[src/rtl/frame_buf_ctrl.sv]
// -----------------------------------------------------------------------------
// frame_buf_ctrl
//
// Sequences a single-frame pixel store between an incoming and an outgoing
// pixel stream. The controller owns all store addressing: it fills the store
// with exactly one frame (FILL), then drains it in address order through a
// 2-entry output FIFO with full downstream backpressure (DRAIN), then re-arms.
// The store itself is external: one write port, one registered read port with
// 1-cycle read latency.
//
// Optional feature (macro FBC_FRAME_CNT_EN):
//   defined   -> adds output frame_count[15:0], +1 per frame_done, wraps.
//   undefined -> port and counter absent; all other behaviour identical.
//
// Ports:
//   clk, aresetn          clock; synchronous active-low reset
//   s_tdata/valid/last    input stream (s_tlast is checked, never used to count)
//   s_tready              input accept, high in FILL only
//   m_tdata/valid/last    output stream, m_tlast on the beat from the last address
//   m_tready              downstream accept
//   mem_wr_en/addr/data   store write port (combinational from the s handshake)
//   mem_rd_en/addr        store read request
//   mem_rd_data           store read data, valid 1 cycle after mem_rd_en
//   frame_done            1-cycle pulse after the final output beat is accepted
//   tlast_err             1-cycle pulse after a beat whose s_tlast is misplaced
// -----------------------------------------------------------------------------
module frame_buf_ctrl #(
  parameter  int PIXELS_PER_BEAT = 16,
  parameter  int IMAGE_DIM       = 512,
  parameter  int DATA_WIDTH      = PIXELS_PER_BEAT * 8,
  localparam int MEM_DEPTH       = IMAGE_DIM * IMAGE_DIM / PIXELS_PER_BEAT,
  localparam int ADDR_WIDTH      = $clog2(MEM_DEPTH)
) (
  input  logic                  clk,
  input  logic                  aresetn,
  input  logic [DATA_WIDTH-1:0] s_tdata,
  input  logic                  s_tvalid,
  input  logic                  s_tlast,
  output logic                  s_tready,
  output logic [DATA_WIDTH-1:0] m_tdata,
  output logic                  m_tvalid,
  output logic                  m_tlast,
  input  logic                  m_tready,
  output logic                  mem_wr_en,
  output logic [ADDR_WIDTH-1:0] mem_wr_addr,
  output logic [DATA_WIDTH-1:0] mem_wr_data,
  output logic                  mem_rd_en,
  output logic [ADDR_WIDTH-1:0] mem_rd_addr,
  input  logic [DATA_WIDTH-1:0] mem_rd_data,
  output logic                  frame_done,
  output logic                  tlast_err
`ifdef FBC_FRAME_CNT_EN
  ,
  output logic [15:0]           frame_count
`endif
);

  localparam logic [ADDR_WIDTH-1:0] LAST_ADDR = ADDR_WIDTH'(MEM_DEPTH - 1);

  typedef enum logic {ST_FILL, ST_DRAIN} state_t;

  state_t                state;
  logic [ADDR_WIDTH-1:0] wr_cnt;
  logic [ADDR_WIDTH-1:0] rd_cnt;
  logic                  rd_all;        // every address of this frame has been read
  logic                  inflight;      // a read was issued last cycle
  logic                  inflight_last; // ...and it was the final address

  // Output FIFO, entry 0 is the head; pops shift entry 1 down.
  logic [1:0]            fifo_count;
  logic [DATA_WIDTH-1:0] fifo_data [2];
  logic                  fifo_last [2];

  logic                  s_fire;
  logic                  m_fire;
  logic                  wr_last;
  logic [2:0]            occ;

  assign s_fire  = s_tvalid & s_tready;
  assign m_fire  = m_tvalid & m_tready;
  assign wr_last = (wr_cnt == LAST_ADDR);

  // Write path: zero latency, the store captures on the handshake edge.
  assign mem_wr_en   = s_fire;
  assign mem_wr_addr = wr_cnt;
  assign mem_wr_data = s_fire ? s_tdata : '0;

  assign m_tvalid = (fifo_count != 2'd0);
  assign m_tdata  = fifo_data[0];
  assign m_tlast  = m_tvalid & fifo_last[0];

  // Occupancy counts a pop happening this cycle as already free, so a read can
  // be issued into the slot being vacated; this is what sustains 1 beat/cycle
  // while still never holding more than 2 words buffered plus in flight.
  assign occ = {1'b0, fifo_count} + {2'b00, inflight} - {2'b00, m_fire};

  assign mem_rd_en   = (state == ST_DRAIN) && !rd_all && (occ < 3'd2);
  assign mem_rd_addr = rd_cnt;

  // NOTE: all state below updates with non-blocking assignments so every
  // register samples the pre-edge value of every other register.
  always_ff @(posedge clk) begin
    if (!aresetn) begin
      state         <= ST_FILL;
      wr_cnt        <= '0;
      rd_cnt        <= '0;
      rd_all        <= 1'b0;
      inflight      <= 1'b0;
      inflight_last <= 1'b0;
      fifo_count    <= 2'd0;
      // NOTE: FIFO storage is reset too, because its head drives m_tdata
      // directly and that output must read 0 out of reset.
      fifo_data[0]  <= '0;
      fifo_data[1]  <= '0;
      fifo_last[0]  <= 1'b0;
      fifo_last[1]  <= 1'b0;
      s_tready      <= 1'b0;
      frame_done    <= 1'b0;
      tlast_err     <= 1'b0;
`ifdef FBC_FRAME_CNT_EN
      frame_count   <= '0;
`endif
    end else begin
      frame_done    <= 1'b0;
      tlast_err     <= 1'b0;
      inflight      <= mem_rd_en;
      inflight_last <= mem_rd_en && (rd_cnt == LAST_ADDR);

      // FIFO: push is the word returned for last cycle's read.
      if (inflight && !m_fire) begin
        fifo_data[fifo_count[0]] <= mem_rd_data;
        fifo_last[fifo_count[0]] <= inflight_last;
        fifo_count               <= fifo_count + 2'd1;
      end else if (!inflight && m_fire) begin
        fifo_data[0] <= fifo_data[1];
        fifo_last[0] <= fifo_last[1];
        fifo_count   <= fifo_count - 2'd1;
      end else if (inflight && m_fire) begin
        if (fifo_count == 2'd2) begin
          fifo_data[0] <= fifo_data[1];
          fifo_last[0] <= fifo_last[1];
          fifo_data[1] <= mem_rd_data;
          fifo_last[1] <= inflight_last;
        end else begin
          fifo_data[0] <= mem_rd_data;
          fifo_last[0] <= inflight_last;
        end
      end

      unique case (state)
        ST_FILL: begin
          s_tready <= 1'b1;
          if (s_fire) begin
            tlast_err <= (s_tlast != wr_last);
            if (wr_last) begin
              wr_cnt   <= '0;
              state    <= ST_DRAIN;
              s_tready <= 1'b0;
            end else begin
              wr_cnt <= wr_cnt + ADDR_WIDTH'(1);
            end
          end
        end
        ST_DRAIN: begin
          s_tready <= 1'b0;
          if (mem_rd_en) begin
            if (rd_cnt == LAST_ADDR) rd_all <= 1'b1;
            else                     rd_cnt <= rd_cnt + ADDR_WIDTH'(1);
          end
          if (m_fire && fifo_last[0]) begin
            frame_done <= 1'b1;
            rd_cnt     <= '0;
            rd_all     <= 1'b0;
            state      <= ST_FILL;
            s_tready   <= 1'b1;
`ifdef FBC_FRAME_CNT_EN
            frame_count <= frame_count + 16'd1;
`endif
          end
        end
        default: state <= ST_FILL;
      endcase
    end
  end

endmodule

[config.mk]
export PLATFORM = sky130hd
export DESIGN_NAME = frame_buf_ctrl
export DESIGN_NICKNAME = d
export VERILOG_FILES = /design/src/rtl/frame_buf_ctrl.sv
export SDC_FILE = /design/constraint.sdc
export NUM_CORES = 1
export LEC_CHECK = 0
export BUFFER_PORTS_ARGS = -buffer_cell sky130_fd_sc_hd__clkbuf_2
export CORE_AREA = 5 5 214 216
export CTS_CLUSTER_DIAMETER = 100
export DETAILED_ROUTE_END_ITERATION = 8
export DIE_AREA = 0 0 219 221
export PLACE_DENSITY_LB_ADDON = 0.05
export SETUP_SLACK_MARGIN = 0.1
export SYNTH_ARGS = -nofsm -noshare
export SYNTH_HDL_FRONTEND = slang
export SYNTH_SLANG_ARGS = --single-unit
[constraint.sdc]
create_clock -name clk -period 8.3 [get_ports clk]
set_input_delay 0.83 -clock clk [delete_from_list [all_inputs] [get_ports clk]]
set_output_delay 0.83 -clock clk [all_outputs]
set_load 0.02 [all_outputs]
# == After elaboration in Yosys (flattened, before gate mapping) ==
# Memory sizes are Yosys's and may differ from the RTL's.
# Index checks and enable logic that the tools add are counted.
# totals
output_inout_bits,291
reg_bits,37
in_bits,261
elab_cells,111
mem_count,2
mem_bits_rw,258
# mem_list
memory,words,width,read_ports,rd_clocked_by_memory_dff,wr,line,source
fifo_data,2,128,2,0,2,71,logic [DATA_WIDTH-1:0] fifo_data [2];
fifo_last,2,1,2,0,2,72,logic fifo_last [2];
# op_classes
eq_ne,5
add_sub_neg,6
magnitude_cmp,1
bitwise_logic,14
reduce_logical,21
muxes,52
# ops
operator,count
$mux W128,6
$reduce_or A128 Y1,1
$mux W14,4
$mux W1,38
$add A14 B1 Y14 const B,2
$eq A14 B14 Y1 const B,2
$or A1 B1 Y1,8
$reduce_bool A2 Y1,4
$logic_and A1 B1 Y1,7
$reduce_and A3 Y1,2
$mux W2,2
$pmux W1 S2,2
$reduce_and A2 Y1,2
$add A2 B1 Y3,1
$and A1 B1 Y1,3
$logic_not A1 Y1,3
$lt A3 B2 Y1 const B,1
$not A1 Y1,3
$reduce_or A3 Y1,1
$sub A3 B1 Y3,1
$add A2 B1 Y2 const B,1
$eq A2 B2 Y1 const B,1
$ne A2 B1 Y1 const B,1
$sub A2 B1 Y2 const B,1
2 further kinds,2

# == Longest topological paths before layout ==
# depth
depth_word,11
ltp_mapped,12
depth_no_buf,10

# == Worst setup path before layout ==
# OpenSTA, ideal clock, no wires.
# synth_timing
kind,register to register
startpoint,register fifo_count[0]
endpoint,memory fifo_data[1][0] (netlist bit) (enable)
path_stages_with_launch,8
period_less_slack_ns,5.830
t_arrival_ns,4.392
path_buffers,1
setup_slack_ns,2.470
t_required_ns,6.863
setup_ns,1.437
path_cell_list,dfxtp_1 > buf_2 > or2_2 > and2_1 > ha_1 > nor2b_1 > or4b_4 > nand3_1
# synth_lines
element,line,source
"start, declared",70,logic [1:0] fifo_count;
"start signal, assigned",133,fifo_count <= fifo_count + 2'd1;
"start signal, assigned",137,fifo_count <= fifo_count - 2'd1;
"end, declared",71,

# == Final worst setup path ==
# layout_timing
startpoint,register fifo_count[1]
endpoint,output port mem_rd_en
# layout_via
elab_chain_cells,5
word_cells_on_any_way,6
cone_classes,add/sub (2); order compare (1); bitwise (1); reduce/logical (2)
# layout_rtl
element,line,source
"parallel branches: the longest is 2 deep, another holds $add A2 B1 Y3",n/a,
$sub A3 B1 Y3 *,95,"assign occ = {1'b0, fifo_count} + {2'b00, inflight} - {2'b00, m_fire};"
$lt A3 B2 Y1 *,97,assign mem_rd_en = (state == ST_DRAIN) && !rd_all && (occ < 3'd2);
$logic_and A1 B1 Y1 *,97,
"end, declared",47,"output logic mem_rd_en,"
# Every way passes the cells marked *.

==> impl_metrics.sql <==
INSERT INTO impl_metrics (metric_group, metric, value, unit) VALUES
('clocking', 'h_tree_levels', '2', ''),
('setup_path', 'reg2reg_depth', '10', ''),
('final_layout', 'num-fill-cells', '4401', ''),
('floorplan', 'core.rowCount', '77', ''),
('yosys', 'ys_warn_count', '0', ''),
('power', 'total_leakage_power', '0.007656', 'uW'),
('final_layout', 'nNetsFinal', '1742', ''),
('clocking', 'post_cts_buffers', '0', ''),
('floorplan', 'dieHeight', '221', 'um'),
('placed_design', 'portBuffers', '551', ''),
('yosys', 'async_reset_ff_share', '0', '%'),
('floorplan', 'fp.coreArea', '43740', 'um2'),
('final_layout', 'register_area', '8492', 'um2'),
('global_routing', 'global_route_wire_length_before_repair', '77600', 'um'),
('yosys', 'synth_area_leader_cell', 'sky130_fd_sc_hd__edfxtp_1', ''),
('timing', 'min_period', '4.394', 'ns'),
('timing', 'setup-violations-final', '0', ''),
('floorplan', 'die-area', '48400', 'um2'),
('setup_path', 'worst-setup-path-type', 'reg2out', ''),
('global_routing', 'via_count_of_the_first_global_routing_pass', '10230', ''),
('placed_design', 'post-dp-hpwl', '42250', 'um'),
('routing', 'remaining_drc_errors', '0', ''),
('setup_path', 'cp-end-kind', 'output pin', ''),
('clocking', 'cts.reportedPaths.clkPinSlew', '0.06', 'ns'),
('routing', 'detail_route.first_pass.iterations', '4', ''),
('timing', 'slew_violations', '0', ''),
('global_routing', 'grt_remaining_overflow', '0', ''),
('global_routing', 'number_of_antenna_violations_at_the_first_check_in_global_routing', '35', ''),
('setup_path', 'cp.required', '7.47', 'ns'),
('clocking', 'holdBufCountCts', '0', ''),
('final_layout', 'area.growth.synth_to_final', '34.34', '%'),
('min_path', 'worst_hold_path.num_cells', '2', ''),
('placed_design', 'dpl_cell_area', '16060', 'um2'),
('yosys', 'post-synth-top-area-fraction', '60.33', '%'),
('run_status', 'status', 'finished clean', ''),
('yosys', 'yosysSeqAreaShare', '66.10', '%'),
('min_path', 'worst_hold_startpoint', 'rd_all', ''),
('setup_path', 'reg2reg_to', 'fifo_data[0][32]', ''),
('yosys', 'synth.top_cells.by_area', 'sky130_fd_sc_hd__edfxtp_1 (60%), sky130_fd_sc_hd__a22o_1 (8.8%), sky130_fd_sc_hd__nor2b_1 (6.4%)', ''),
('final_layout', 'mostFrequentLayoutCell', 'sky130_fd_sc_hd__clkbuf_2', ''),
('routing', 'via_count', '10250', ''),
('timing', 'setup_total_negative_slack', '0', 'ns'),
('power', 'ir_worst_vdd', '0.0001054', 'V'),
('yosys', 'synth_edf_count', '258', ''),
('clocking', 'cts.repair.resized', '0', ''),
('floorplan', 'ports_placed_on_the_boundary', '552', ''),
('placed_design', 'globalplace.congestion', '0.9841', ''),
('yosys', 'cell_area_synth', '12840', 'um2'),
('routing', 'via_per_inst', '4.888', ''),
('clocking', 'clock_tree_from_tritoncts', 'done', ''),
('clocking', 'clock_sinks', '295', ''),
('clocking', 'cts_buffers', '36', ''),
('yosys', 'synth_seq_cells', '295', ''),
('power', 'pwr_density_cell', '227.9', 'nW/um2'),
('setup_path', 'worstPathArrival', '3.56', 'ns'),
('final_layout', 'mostFrequentLayoutCells', 'sky130_fd_sc_hd__clkbuf_2 (550), sky130_fd_sc_hd__edfxtp_1 (258), sky130_fd_sc_hd__nor2b_1 (131), sky130_fd_sc_hd__a22o_1 (129), sky130_fd_sc_hd__and3_1 (129)', ''),
('routing', 'drtAntennaViolNets', '0', ''),
('yosys', 'synthesis.nets', '1221', ''),
('yosys', 'post_synthesis_average_cell_area', '13.49', 'um2'),
('floorplan', 'floorplan.initialDensity', '29.36', '%'),
('setup_path', 'crit_path_start_kind', 'register', ''),
('final_layout', 'multi_input_area', '3936', 'um2'),
('clocking', 'clock_tree.root_cell', 'sky130_fd_sc_hd__clkbuf_16', ''),
('global_routing', 'global_route.usage.total', '22.37', '%'),
('routing', 'totalWireLength', '56620', 'um'),
('setup_path', 'worst-path-max-fanout', '14', ''),
('timing', 'clock_skew', '0.01639', 'ns'),
('clocking', 'cts_buffer_depth', '3', ''),
('timing', 'setup_repair_after_global_routing_missed_its_margin', 'false', ''),
('routing', 'first_iter_violations', '798', ''),
('final_layout', 'finalInstanceArea', '17250', 'um2');
worst max-delay path, stage by stage, from the launching register on:
cell,delay [ns]
sky130_fd_sc_hd__dfxtp_1,0.41
sky130_fd_sc_hd__or2_2,0.34
sky130_fd_sc_hd__and2_1,0.22
sky130_fd_sc_hd__ha_1,0.27
sky130_fd_sc_hd__nand2b_1,0.15
sky130_fd_sc_hd__fa_1,0.37
sky130_fd_sc_hd__xnor2_1,0.15
sky130_fd_sc_hd__nand4b_1,0.34
sky130_fd_sc_hd__inv_1,0.50
sky130_fd_sc_hd__clkbuf_2,0.26
cell families (layout without fill, tap and decap cells):
group | count (synthesis) | after routing | synth area share (%)
buf+inv | 92 | 640 | 3.586
flops | 295 | 295 | 66.10
xor+xnor | 12 | 12 | 0.8185
other cells | 0 | 6 | 0
fa+ha+maj | 8 | 8 | 0.8379
mux | 1 | 1 | 0.07795
compound gates | 181 | 181 | 11.50
simple gates | 363 | 363 | 17.08
worst max path at each step:
stage / start / to / slack, ns / cells past startpoint
after floorplan: fifo_count[0] / fifo_data[1][0] / 2.47 / 7
after global placement: m_tready / fifo_data[0][69] / 3.67 / 10
after detailed placement: m_tready / fifo_data[0][47] / 3.61 / 10
after CTS: fifo_count[1] / fifo_data[0][31] / 3.79 / 10
after global routing: fifo_count[1] / fifo_data[0][78] / 3.59 / 10
final: fifo_count[1] / mem_rd_en / 3.91 / 9
layout make-up:
class,count,area share (%)
Antenna cell,6,0.08704
Clock buffer,49,5.752
Clock inverter,16,1.073
Inverter,13,0.2829
Multi-Input combinational cell,565,22.82
Sequential cell,295,49.23
Tap cell,592,4.294
Timing Repair Buffer,562,16.46
per-stage QoR:
step                      cells  hold slack (ns)  power, uW  setup slack, ns  utilization, %
after floorplan             952           0.4494       2125            2.470               -
after global placement     2027           0.4912       2383            3.665           36.71
after detailed placement   2027           0.4955       2382            3.610           36.71
after CTS                  2092           0.5093       3986            3.791           39.40
after global routing       2097           0.5296       4081            3.590           39.43
final                      2098           0.5131       3931            3.906           39.44
metal layers:
layer | global-route usage [%] | wire [um] | part of all wire [%]
met5 | 0 | 49 | 0.087
met3 | 11.85 | 7396 | 13
met1 | 28.19 | 22750 | 40
met4 | 5.936 | 1256 | 2.2
met2 | 33.76 | 25170 | 44
state kept, by name, summed over array words and instances (netlist names):
signal         cells
rd_all             1
state              1
mem_wr_addr       14
s_tready           1
tlast_err          1
fifo_data        256
frame_done         1
mem_rd_addr       14
fifo_last          2
inflight_last      1
inflight           1
fifo_count         2
cells in the mapped netlist, drive strengths merged (2+ instances only):
cell type and number:
edfxtp 258, nor2b 131, a22o 129, and3 129, clkbuf 49, dfxtp 37, buf 30, a21oi 18
nand2 18, nor2 17, inv 13, nand3 11, nand4 11, nor3 11, or3 8, xnor2 8
ha 7, o21ai 7, nor4 6, a41oi 5, o211ai 5, and2 4, o21a 4, or2 4
xor2 4, a31oi 3, nand2b 3, a2bb2oi 2, nand3b 2, nand4b 2, o31ai 2, or4 2
power breakdown:
| part | switching (uW) | internal (uW) |
|---|---|---|
| clock network | 624 | 964 |
| registers | 47.2 | 1750 |
| logic | 378 | 169 |
(Power assumes the default switching activity.)
